## src/rtl/uart_pkg.sv

```systemverilog
// uart_pkg: shared UART receiver types and constants.
package uart_pkg;
  localparam int UART_DATA_BITS = 8;
  localparam int CLKS_PER_BIT_DEF = 868;
  typedef enum logic [2:0] {IDLE, START, DATA, STOP, WAIT_HIGH} state_t;
endpackage

```

## src/rtl/uart_word_rx_if.sv

```systemverilog
// uart_word_rx_if: serial input and word-write outputs of the word receiver.
interface uart_word_rx_if #(parameter int WIDTH = 32);
  logic rx;
  logic write;
  logic [WIDTH-1:0] word_out;
  logic frame_err;
  logic timeout;
  modport master (input rx, output write, word_out, frame_err, timeout);
  modport slave (output rx, input write, word_out, frame_err, timeout);
endinterface

```

## src/rtl/uart_rx_byte.sv

```systemverilog
// uart_rx_byte: synchronised 8N1 byte deserialiser with start-glitch and break handling.
module uart_rx_byte
  import uart_pkg::*;
#(
  parameter int CLKS_PER_BIT = CLKS_PER_BIT_DEF
) (
  input  logic       clk,
  input  logic       reset,
  input  logic       rx,
  output logic       byte_valid,
  output logic [7:0] data,
  output logic       frame_err,
  output logic       idle,
  output logic       start
);
  localparam int CW = $clog2(CLKS_PER_BIT);
  localparam int HALF = CLKS_PER_BIT / 2;
  state_t state, state_n;
  logic [CW-1:0] cnt, cnt_n;
  logic [2:0] bit_idx, bit_n;
  logic [7:0] sh, sh_n;
  logic rx_m, rx_s, tick, tick_half;
  assign tick = cnt == CW'(CLKS_PER_BIT - 1);
  assign tick_half = cnt == CW'(HALF - 1);
  assign data = sh;
  assign idle = state == IDLE;
  assign start = idle && !rx_s;
  always_ff @(posedge clk) begin
    if (reset) begin
      state <= IDLE;
      cnt <= '0;
      bit_idx <= '0;
      sh <= '0;
      rx_m <= 1'b1;
      rx_s <= 1'b1;
    end else begin
      state <= state_n;
      cnt <= cnt_n;
      bit_idx <= bit_n;
      sh <= sh_n;
      rx_m <= rx;
      rx_s <= rx_m;
    end
  end
  // Byte outputs are combinational so the word stage can register the result on the stop-sample edge.
  always_comb begin
    state_n = state;
    cnt_n = cnt + 1'b1;
    bit_n = bit_idx;
    sh_n = sh;
    byte_valid = 1'b0;
    frame_err = 1'b0;
    case (state)
      IDLE: begin
        cnt_n = '0;
        if (!rx_s) begin
          state_n = START;
          bit_n = '0;
        end
      end
      START: if (tick_half) begin
        cnt_n = '0;
        state_n = rx_s ? IDLE : DATA;
      end
      DATA: if (tick) begin
        cnt_n = '0;
        sh_n = {rx_s, sh[7:1]};
        bit_n = bit_idx + 1'b1;
        if (bit_idx == 3'(UART_DATA_BITS - 1)) state_n = STOP;
      end
      STOP: if (tick) begin
        cnt_n = '0;
        byte_valid = rx_s;
        frame_err = !rx_s;
        state_n = rx_s ? IDLE : WAIT_HIGH;
      end
      WAIT_HIGH: begin
        cnt_n = '0;
        if (rx_s) state_n = IDLE;
      end
      default: state_n = IDLE;
    endcase
  end
endmodule

```

## src/rtl/uart_word_rx.sv

```systemverilog
// uart_word_rx: packs received UART bytes little-endian into words with inter-byte timeout.
module uart_word_rx
  import uart_pkg::*;
#(
  parameter int WIDTH = 32,
  parameter int CLKS_PER_BIT = CLKS_PER_BIT_DEF,
  parameter int TIMEOUT_CLKS = 16 * CLKS_PER_BIT
) (
  input logic clk,
  input logic reset,
  uart_word_rx_if.master bus
);
  localparam int NB = WIDTH / UART_DATA_BITS;
  localparam int IW = NB > 1 ? $clog2(NB) : 1;
  localparam int TW = $clog2(TIMEOUT_CLKS + 1);
  logic b_valid, b_ferr, idle, start, last, armed, tmo_hit;
  logic [7:0] b_data;
  logic [IW-1:0] idx;
  logic [TW-1:0] icnt;
  logic [WIDTH-1:0] shadow, full, word_q;
  logic write_q, ferr_q, tmo_q;
  uart_rx_byte #(.CLKS_PER_BIT(CLKS_PER_BIT)) u_byte (
    .clk(clk),
    .reset(reset),
    .rx(bus.rx),
    .byte_valid(b_valid),
    .data(b_data),
    .frame_err(b_ferr),
    .idle(idle),
    .start(start)
  );
  assign last = idx == IW'(NB - 1);
  assign armed = idx != '0 && idle;
  assign tmo_hit = armed && icnt == TW'(TIMEOUT_CLKS - 1);
  assign bus.write = write_q;
  assign bus.word_out = word_q;
  assign bus.frame_err = ferr_q;
  assign bus.timeout = tmo_q;
  always_comb begin
    full = shadow;
    full[UART_DATA_BITS*idx +: UART_DATA_BITS] = b_data;
  end
  // A timeout coinciding with a start bit still fires; the new byte then lands as byte 0.
  always_ff @(posedge clk) begin
    if (reset) begin
      write_q <= 1'b0;
      ferr_q <= 1'b0;
      tmo_q <= 1'b0;
      word_q <= '0;
      shadow <= '0;
      idx <= '0;
      icnt <= '0;
    end else begin
      write_q <= b_valid && last;
      ferr_q <= b_ferr;
      tmo_q <= tmo_hit;
      icnt <= (armed && !tmo_hit && !start) ? icnt + 1'b1 : '0;
      if (b_valid) begin
        shadow <= full;
        idx <= last ? '0 : idx + 1'b1;
        if (last) word_q <= full;
      end else if (b_ferr || tmo_hit) begin
        idx <= '0;
      end
    end
  end
endmodule

```

## src/flat_wrapper.sv

```systemverilog
// flat-port wrapper written by rule: the top's interface ports become plain ports
module uart_word_rx_flat import uart_pkg::*;
#(
  parameter int WIDTH = 32,
  parameter int CLKS_PER_BIT = CLKS_PER_BIT_DEF,
  parameter int TIMEOUT_CLKS = 16 * CLKS_PER_BIT
)
  (clk, reset, bus_rx, bus_write, bus_word_out, bus_frame_err, bus_timeout);
  uart_word_rx_if #(.WIDTH(WIDTH)) bus_i ();
  input logic clk;
  input logic reset;
  input wire logic [$bits(bus_i.rx)-1:0] bus_rx;
  output wire logic [$bits(bus_i.write)-1:0] bus_write;
  output wire logic [$bits(bus_i.word_out)-1:0] bus_word_out;
  output wire logic [$bits(bus_i.frame_err)-1:0] bus_frame_err;
  output wire logic [$bits(bus_i.timeout)-1:0] bus_timeout;
  assign bus_i.rx = bus_rx;
  assign bus_write = bus_i.write;
  assign bus_word_out = bus_i.word_out;
  assign bus_frame_err = bus_i.frame_err;
  assign bus_timeout = bus_i.timeout;
  uart_word_rx #(.WIDTH(WIDTH), .CLKS_PER_BIT(CLKS_PER_BIT), .TIMEOUT_CLKS(TIMEOUT_CLKS)) u_core (.clk(clk), .reset(reset), .bus(bus_i));
endmodule
```

## config.mk

```make
export PLATFORM = sky130hd
export DESIGN_NAME = uart_word_rx_flat
export DESIGN_NICKNAME = d
export VERILOG_FILES = /design/src/rtl/uart_pkg.sv /design/src/rtl/uart_word_rx_if.sv /design/src/rtl/uart_rx_byte.sv /design/src/rtl/uart_word_rx.sv /design/src/flat_wrapper.sv
export SDC_FILE = /design/constraint.sdc
export NUM_CORES = 1
export LEC_CHECK = 0
export ABC_AREA = 1
export CAP_MARGIN = 20
export CORE_MARGIN = 5
export CORE_UTILIZATION = 52
export CTS_CLUSTER_SIZE = 8
export DETAILED_ROUTE_END_ITERATION = 8
export GPL_ROUTABILITY_DRIVEN = 0
export MAX_ROUTING_LAYER = met4
export PLACE_DENSITY = 0.76
export SLEW_MARGIN = 20
export SYNTH_ARGS = -nofsm -noshare
export SYNTH_HDL_FRONTEND = slang
export SYNTH_SLANG_ARGS = --single-unit
```

## constraint.sdc

```tcl
create_clock -name clk -period 1.5 [get_ports clk]
set_clock_uncertainty 0.1 [all_clocks]
set_input_delay 0.225 -clock clk [delete_from_list [all_inputs] [get_ports clk]]
set_output_delay 0.225 -clock clk [all_outputs]
set_load 0.01 [all_outputs]
```

After elaboration in Yosys (flattened, before gate mapping)
Cells that the tools add are included.
- muxes and demuxes: 23
- add/sub/neg operators: 5
- eq/ne operators: 15
- shifts and indexed selects: 2
- reductions and logical operators: 21
- bitwise logic cells: 1
- operator list (kind ; number):
    5-bit negation with 34-bit output ; 1
    8-bit by 34-bit variable shift with 32-bit output, first input constant ; 1
    8-bit by 34-bit variable part select with 32-bit output ; 1
    32-bit bitwise mux ; 1
    10-bit one-hot mux with 3 select lines ; 1
    3-bit two-way mux ; 9
    10-bit two-way mux ; 2
    3-bit one-hot mux with 5 select lines ; 1
    14-bit by 1-bit adder with 14-bit output, second input constant ; 1
    14-bit == test, second input constant ; 1
    2-bit inequality test, second input constant ; 6
    10-bit by 1-bit adder with 10-bit output, second input constant ; 1
    10-bit == test, second input constant ; 1
    10-bit by 9-bit == test with 1-bit output, second input constant ; 1
    2-bit two-way mux ; 4
    3-bit by 2-bit == test with 1-bit output, second input constant ; 2
    3-bit == test, second input constant ; 2
    1-bit logical AND ; 6
    3-bit one-hot mux with 2 select lines ; 1
    6-bit AND reduction ; 1
    2-bit nonzero test ; 3
    2-bit OR reduction ; 3
    1-bit two-way mux ; 4
    2-bit AND reduction ; 2
    9 further kinds ; 11
- input port bits: 3
- flip-flop bits (word level): 109
- logic and storage cells: 80

Longest topological paths before layout
Gate-level depths: netlist (run 1).
- word-level depth: 8
- depth in mapped cells: 11

Cells and area by module
From an unflattened synthesis (run 1), not the netlist that was laid out.
- cell total of the unflattened synthesis: 675
- area, all modules: 5109.9 um^2
- modules (own cells, without submodules) (module ; instances ; sequential area each (um^2) ; cells each ; area each (um^2)):
    uart_word_rx ; 1 ; 1661.6 ; 505 ; 3854.9
    uart_rx_byte ; 1 ; 520.5 ; 170 ; 1255.0

Worst setup path before layout (run 1)
OpenSTA, ideal clock, no wires.
- kind: reg2reg
- from: register u_core.u_byte.cnt[0]
- to: register u_core.word_q[2] (netlist: u_core.bus.word_out[2])
- path buffers: 1
- slack: -0.140 ns
- arrival time: 1.412 ns
- cell stages (with the launch flop): 10
- library setup time: 0.128 ns
- path through: dfxtp_1 -> ha_1 -> nand2_1 -> nor2_4 -> nand3_4 -> nor2_8 -> nand2_4 -> buf_2 -> o21ai_1 -> nor2_1
- word-level cells in the longest chain between the ends: 4
- RTL lines (item ; RTL line ; RTL):
    start: declaration ; uart_rx_byte.sv:19 ; logic [CW-1:0] cnt, cnt_n;
    start signal: assignment ; uart_rx_byte.sv:38 ; cnt <= cnt_n;
    10-bit == test ; uart_rx_byte.sv:23 ; assign tick = cnt == CW'(CLKS_PER_BIT - 1);
    1-bit two-way mux ; uart_rx_byte.sv:71 ; STOP: if (tick) begin
    1-bit two-way mux ; uart_rx_byte.sv:53 ; case (state)
    2-bit AND reduction (no line) ; n/a ;
    end signal: assignment ; uart_word_rx.sv:61 ; if (last) word_q <= full;
    end: declaration ; uart_word_rx.sv:20 ; logic [WIDTH-1:0] shadow, full, word_q;
No other way between the ends.
A chain may end at the register's enable or synchronous reset.

Worst setup path in the final report (run 1)
- from: register u_core.u_byte.cnt[1]
- to: register u_core.idx[0]
- word-level cells in the longest chain between the ends: 5
- elaborated cells between the ends (all ways): 8
- classes of those cells: 1 x eq/ne; 5 x mux; 2 x reduce/logical
- RTL lines (item ; RTL line ; RTL):
    10-bit == test (*) ; uart_rx_byte.sv:23 ;
    1-bit two-way mux ; uart_rx_byte.sv:71 ;
    1-bit two-way mux ; uart_rx_byte.sv:53 ;
    1-bit logical OR ; uart_word_rx.sv:62 ; end else if (b_ferr || tmo_hit) begin
    2-bit nonzero test (no line) ; n/a ;
    end signal: assignment ; uart_word_rx.sv:60 ; idx <= last ? '0 : idx + 1'b1;
    end: declaration ; uart_word_rx.sv:18 ; logic [IW-1:0] idx;
Mark *: on every way between the ends. The rest lies on a longest branch, timed or not.

==> impl_metrics.py, run 1 <==
metrics = {
    "outcome": {
        "status": "finished, violations left",
        "violations": "setup timing",
    },
    "synth": {
        "avgSynthCellArea_um2": 7.07,
        "synthSimpleGateAreaFrac_pct": 27.7,
        "ys_ff_latch": 109,
        "ys.flop_type": "dfxtp_1",
        "synthMuxAreaShare_pct": 0,
        "syn_area_um2": 4930,
        "synth_nets": 711,
        "synth.distinct_cells": 30,
        "synth_top_area_share_pct": 44.3,
        "synth_compound_area_share_pct": 12.5,
        "synth_adder_area_share_pct": 2.79,
        "synthTopCellsByCount": "nor2_1 (141), nand2_1 (113), dfxtp_1 (109)",
        "synth.area.top_cells": "dfxtp_1 (44%), nor2_1 (11%), nand2_1 (8.6%)",
        "ys.warnings.count": 0,
        "synth-edff-count": 0,
        "synth_xor_area_share_pct": 2.31,
        "postSynth.asyncResetShare_pct": 0,
        "ys_seq_area_share_pct": 44.3,
        "synth_top_family_by_area": "simple AND/OR/NAND/NOR gates",
        "synth.most_common_cell": "nor2_1",
        "yosys.area.top_type": "dfxtp_1",
        "syn_inst": 697,
    },
    "floorplan": {
        "fp.dieArea_um2": 11500,
        "dieWidth_um": 107,
        "rows": 35,
        "initial_core_util_pct": 53.4,
        "ios": 38,
        "coreArea_um2": 9240,
        "die-height_um": 107,
    },
    "place": {
        "pre_cts_ws_ns": -0.145,
        "dpl_cell_area_um2": 5810,
        "io_buffer_count": 37,
        "dp.cells": 887,
        "dp_hpwl_um": 8080,
    },
    "final_layout": {
        "seq_area_um2": 2200,
        "antenna_cells": 0,
        "utilization_pct": 72.0,
        "drive_gt1_share_pct": 26.5,
        "fin_nets": 798,
        "stdcell_count": 918,
        "fillers": 693,
        "multi_input_area_um2": 2780,
        "area_delta_synth_final_pct": 34.9,
        "design_area_um2": 6650,
    },
    "cts": {
        "numCtsBuffers": 9,
        "clk_pin_slew_ns": 0.10,
        "clockRootBuffer": "clkbuf_8",
        "cts_tree": "yes",
        "cts.sink_count": 109,
        "cts_hold_buf": 0,
        "htree_levels": 3,
        "clk_path_buf_depth": 2,
        "insertion_delay_ns": 0.37,
    },
    "routing": {
        "first_iter_violations": 320,
        "finalWirelength_um": 13100,
        "vias": 4795,
        "wl_per_cell_um": 14.3,
        "via_per_inst": 5.22,
        "firstDrtPassIters": 5,
        "final_antenna_net_count": 0,
        "drc": 0,
    },
    "sta": {
        "period_needed_ns": 1.75,
        "hold_violations": 0,
        "relSlewSlack_pct": 75.0,
        "drv_slew": 0,
        "fin_ws_ns": -0.249,
        "hold-worst-slack_ns": 0.316,
        "setup-violations-final": 103,
        "max_freq_mhz": 572,
        "finalCritPeriodShare_pct": 117,
        "worstMarginPinSlew_ns": 0.372,
        "rsz0062_at_grt": "true",
    },
    "setup_path": {
        "cp.arrival_ns": 1.95,
        "required_ns": 1.70,
        "rr_endpoint": "u_core.idx[0]",
        "r2r_start": "u_core.u_byte.cnt[1]",
        "crit_path_start_kind": "register",
        "r2r_setup_slack_ns": -0.25,
        "cp-end-kind": "register",
        "rr_worst_depth": 10,
        "path_max_fanout": 3,
        "critPathCapture": "u_core.idx[0]",
        "crit_path_start": "u_core.u_byte.cnt[1]",
        "critPathKind": "register to register",
    },
    "grt": {
        "gr-total-overflow": 0,
        "antenna_found_initial": 0,
        "groute.usage.overall_pct": 20.8,
        "grt_pass1_vias": 4319,
        "grt_start_max_net_pins": 51,
        "grt_pass1_wl_um": 19500,
    },
    "run": {
        "drv_cap": 0,
    },
    "pwr": {
        "powerDensity_nw_per_um2": 834,
        "cellLeakagePower_nw": 2.96,
        "ir_drop_mv": 0.564,
    },
    "min_path": {
        "hold_path.class": "primary input to register",
    },
}
-- cell families (layout without fill, tap and decap cells) --
| logic type | after synthesis | after routing |
|---|---|---|
| xor+xnor | 13 | 13 |
| flops | 109 | 109 |
| simple gates | 320 | 320 |
| compound gates | 117 | 117 |
| fa+ha+maj | 11 | 11 |
| buf+inv | 127 | 219 |
-- registers in the layout, indices dropped and copies added (netlist names) --
| register | cells |
|---|---|
| u_core.bus.frame_err | 1 |
| u_core.bus.timeout | 1 |
| u_core.bus.word_out | 32 |
| u_core.bus.write | 1 |
| u_core.icnt | 14 |
| u_core.idx | 2 |
| u_core.shadow | 32 |
| u_core.u_byte.bit_idx | 3 |
| u_core.u_byte.cnt | 10 |
| u_core.u_byte.data | 8 |
| u_core.u_byte.rx_m | 1 |
| u_core.u_byte.rx_s | 1 |
| u_core.u_byte.state | 3 |
-- stage by stage --
stage / setup TNS, ns / power, mW
floorplan: -3.20 / 3.42
global placement: -3.96 / 3.61
detailed placement: -7.54 / 3.63
CTS: -6.94 / 5.35
global route: -22.80 / 5.78
finish: -13.26 / 5.55
-- routing by layer --
layer	global-route usage [%]	vias to the layer above	routed length [um]	share of wire, %
li1	-	2368	-	-
met1	26.0	2244	5680	43
met2	35.0	156	6480	49
met3	3.54	27	648	4.9
met4	5.86	0	325	2.5
met5	-	-	0	0
-- cells in the final DEF (no fill, tap or decap), drive strengths merged, types with 11 or more instances in the layout --
| master | instances |
|---|---|
| dlygate4sd2 | 35 |
| clkbuf | 12 |
| dfxtp | 109 |
| buf | 65 |
| o22ai | 24 |
| nor2 | 147 |
| nand2 | 116 |
| ha | 11 |
| a21oi | 16 |
| inv | 102 |
| nand3 | 37 |
| xor2 | 11 |
| o21ai | 76 |
-- power by group --
part | internal (mW) | switching (mW) | leakage [nW]
registers | 2.93 | 0.0447 | 0.883
clock network | 0.630 | 1.06 | 0.0910
logic | 0.350 | 0.530 | 1.98
-- how the worst min path moves through the flow --
stage | startpoint | end | slack, ns | depth (start not counted)
4_1_cts | bus_rx | u_core.u_byte.rx_m | 0.31 | 2
5_1_grt | bus_rx | u_core.u_byte.rx_m | 0.32 | 2
3_3_place_gp | u_core.u_byte.rx_m | u_core.u_byte.rx_s | 0.30 | 1
6_report | bus_rx | u_core.u_byte.rx_m | 0.32 | 2
2_1_floorplan | bus_rx | u_core.u_byte.rx_m | 0.23 | 1
3_5_place_dp | u_core.u_byte.rx_m | u_core.u_byte.rx_s | 0.32 | 1
-- worst max-delay path, cell delays in order (launching register included) --
cell and delay (ns):
dfxtp_4 0.38, ha_4 0.14, nand2_2 0.05, nor2_4 0.13, nand3_4 0.12, buf_4 0.17, buf_6 0.10, buf_4 0.13
nor2_2 0.10, nand3_1 0.12, a21oi_1 0.15
-- final cells by class --
type                            instances  share of cell area [%]
Timing Repair Buffer                  105                    14.3
Multi-Input combinational cell        461                    41.9
Sequential cell                       109                    33.1
Clock buffer                            9                    1.86
Tap cell                              129                    2.43
Clock inverter                          7                   0.847
Inverter                               98                    5.61
-- timing repair --
item                       in CTS  in global routing
setup endpoints to repair     133                106
pin swaps                       7                 26
buffers inserted                3                  9
cloned                          0                  4
resized for setup              72                119
Note: power is estimated with default switching activity, not from simulation.
==> inputs of run 2 (changes only) <==
--- a/config.mk
+++ b/config.mk
@@ -8,12 +8,12 @@
 export ABC_AREA = 1
 export CAP_MARGIN = 20
 export CORE_MARGIN = 5
-export CORE_UTILIZATION = 52
+export CORE_UTILIZATION = 61
 export CTS_CLUSTER_SIZE = 8
 export DETAILED_ROUTE_END_ITERATION = 8
 export GPL_ROUTABILITY_DRIVEN = 0
 export MAX_ROUTING_LAYER = met4
-export PLACE_DENSITY = 0.76
+export PLACE_DENSITY = 0.84
 export SLEW_MARGIN = 20
 export SYNTH_ARGS = -nofsm -noshare
 export SYNTH_HDL_FRONTEND = slang
==> constraint.sdc (replaced) <==
create_clock -name clk -period 2.2 [get_ports clk]
set_clock_uncertainty 0.1 [all_clocks]
set_input_delay 0.33 -clock clk [delete_from_list [all_inputs] [get_ports clk]]
set_output_delay 0.33 -clock clk [all_outputs]
set_load 0.01 [all_outputs]
==> impl_metrics.py, run 2 (synthesis results as in run 1) <==
metrics = {
    "place": {
        "pre_cts_ws_ns": 0.215,
        "dp_hpwl_um": 7370,
        "io_buffer_count": 37,
        "dp.cells": 817,
    },
    "setup_path": {
        "critPathKind": "register to register",
        "cp_cell_sequence": "inv_1 > ha_1 > inv_1 > nand3_1 > o22ai_1 > o21ai_1 > nor2_1",
        "cp.arrival_ns": 2.17,
        "cp-end-kind": "register",
        "required_ns": 2.40,
        "path_max_fanout": 8,
        "cp_slowest_cell": "dfxtp_1",
        "crit_top_cell": "inv_1",
        "max_stage_delay_ns": 0.43,
        "crit_path_start_kind": "register",
    },
    "sta": {
        "max_freq_mhz": 508,
        "relSlewSlack_pct": 66.8,
        "fin_ws_ns": 0.230,
        "drv_slew": 0,
        "finalCritPeriodShare_pct": 89.5,
        "rsz0062_at_grt": "false",
        "worstMarginPinSlew_ns": 0.497,
        "setup_tns_ns": 0,
        "hold_violations": 0,
        "setup-violations-final": 0,
        "period_needed_ns": 1.97,
    },
    "grt": {
        "gr-total-overflow": 0,
        "groute.usage.overall_pct": 22.3,
        "grt_pass1_wl_um": 18200,
        "grt_pass1_vias": 4141,
        "grt_start_max_net_pins": 61,
        "antenna_found_initial": 0,
    },
    "routing": {
        "final_antenna_net_count": 0,
        "vias": 4333,
        "wl_per_cell_um": 12.5,
        "firstDrtPassIters": 5,
        "drc": 0,
        "finalWirelength_um": 10400,
        "via_per_inst": 5.20,
        "first_iter_violations": 226,
    },
    "cts": {
        "htree_levels": 3,
        "cts_hold_buf": 0,
        "postCtsSetupRepairBufs": 0,
        "clk_path_buf_depth": 2,
        "cts_resized": 0,
        "numCtsBuffers": 9,
        "clk_pin_slew_ns": 0.10,
        "cts.sink_count": 109,
        "cts_tree": "yes",
        "clockRootBuffer": "clkbuf_8",
        "insertion_delay_ns": 0.36,
    },
    "floorplan": {
        "fp.dieArea_um2": 9980,
        "coreArea_um2": 7810,
        "die-height_um": 99.9,
        "initial_core_util_pct": 63.2,
        "rows": 32,
        "ios": 38,
        "dieWidth_um": 99.9,
    },
    "final_layout": {
        "area_delta_synth_final_pct": 13.5,
        "final_cell_mix": "nor2_1 (141), nand2_1 (113), dfxtp_1 (109)",
        "fillers": 617,
        "fin_nets": 740,
        "layout_commonest_cell": "nor2_1",
        "stdcell_count": 833,
        "utilization_pct": 71.7,
        "antenna_cells": 0,
        "drive_gt1_share_pct": 5.47,
    },
    "pwr": {
        "ir_drop_mv": 0.344,
        "cellLeakagePower_nw": 2.40,
        "powerDensity_nw_per_um2": 661,
        "power_mw": 3.70,
    },
    "run": {
        "drv_cap": 0,
    },
    "outcome": {
        "status": "complete, no violations",
    },
    "min_path": {
        "hold_path.class": "register to register",
    },
}
[run 2: path summary, 6_finish.rpt]
path	end	slack, ns	startpoint	cells past startpoint
hold / removal	u_core.u_byte.rx_s	0.33	u_core.u_byte.rx_m	1
setup reg to reg	u_core.bus.word_out[7]	0.23	u_core.idx[1]	7
setup / recovery	u_core.bus.word_out[7]	0.23	u_core.idx[1]	7
hold reg to reg	u_core.u_byte.rx_s	0.33	u_core.u_byte.rx_m	1
[run 2: where the power goes]
| part | internal, mW | total, mW | switching [mW] |
|---|---|---|---|
| Clock | 0.660 | 1.36 | 0.697 |
| Combinational | 0.0906 | 0.308 | 0.218 |
| Sequential | 2.00 | 2.03 | 0.0337 |
[run 2: worst max-delay path, delay by kind of cell, from the launching register on]
kind            cells  cell delay (ns)
buf+inv             2             0.23
fa+ha+maj           1             0.35
compound gates      2             0.45
simple gates        2             0.35
flops               1             0.43
[run 2: cell type report]
cell class	count	area, um^2	area share (%)
well taps	102	128	2.28
multi-input cells	461	2240	40.1
clock inverters	7	105	1.88
clock buffers	9	124	2.21
inverters	98	368	6.57
repair buffers	47	445	7.96
flip-flops and latches	109	2180	39.0
[run 2: metal layers]
| layer | track usage, % | vias to the layer above | wire, um |
|---|---|---|---|
| met5 | - | - | 0 |
| met1 | 29.1 | 1939 | 4860 |
| li1 | - | 2258 | - |
| met2 | 35.3 | 128 | 4870 |
| met4 | 7.35 | 0 | 70 |
| met3 | 3.75 | 8 | 595 |
[run 2: through the flow]
step                area (um^2)  hold slack, ns
floorplan                  4930           0.289
global placement           5360           0.292
detailed placement         5360           0.303
CTS                        5590           0.328
global route               5600           0.344
finish                     5600           0.329
==> inputs of run 3 (changes only) <==
--- a/config.mk
+++ b/config.mk
@@ -14,6 +14,7 @@
 export GPL_ROUTABILITY_DRIVEN = 0
 export MAX_ROUTING_LAYER = met4
 export PLACE_DENSITY = 0.84
+export SKIP_CTS_REPAIR_TIMING = 1
 export SLEW_MARGIN = 20
 export SYNTH_ARGS = -nofsm -noshare
 export SYNTH_HDL_FRONTEND = slang
==> results of run 3 <==
The final DEF is identical to that of run 2; final timing and power are the same.
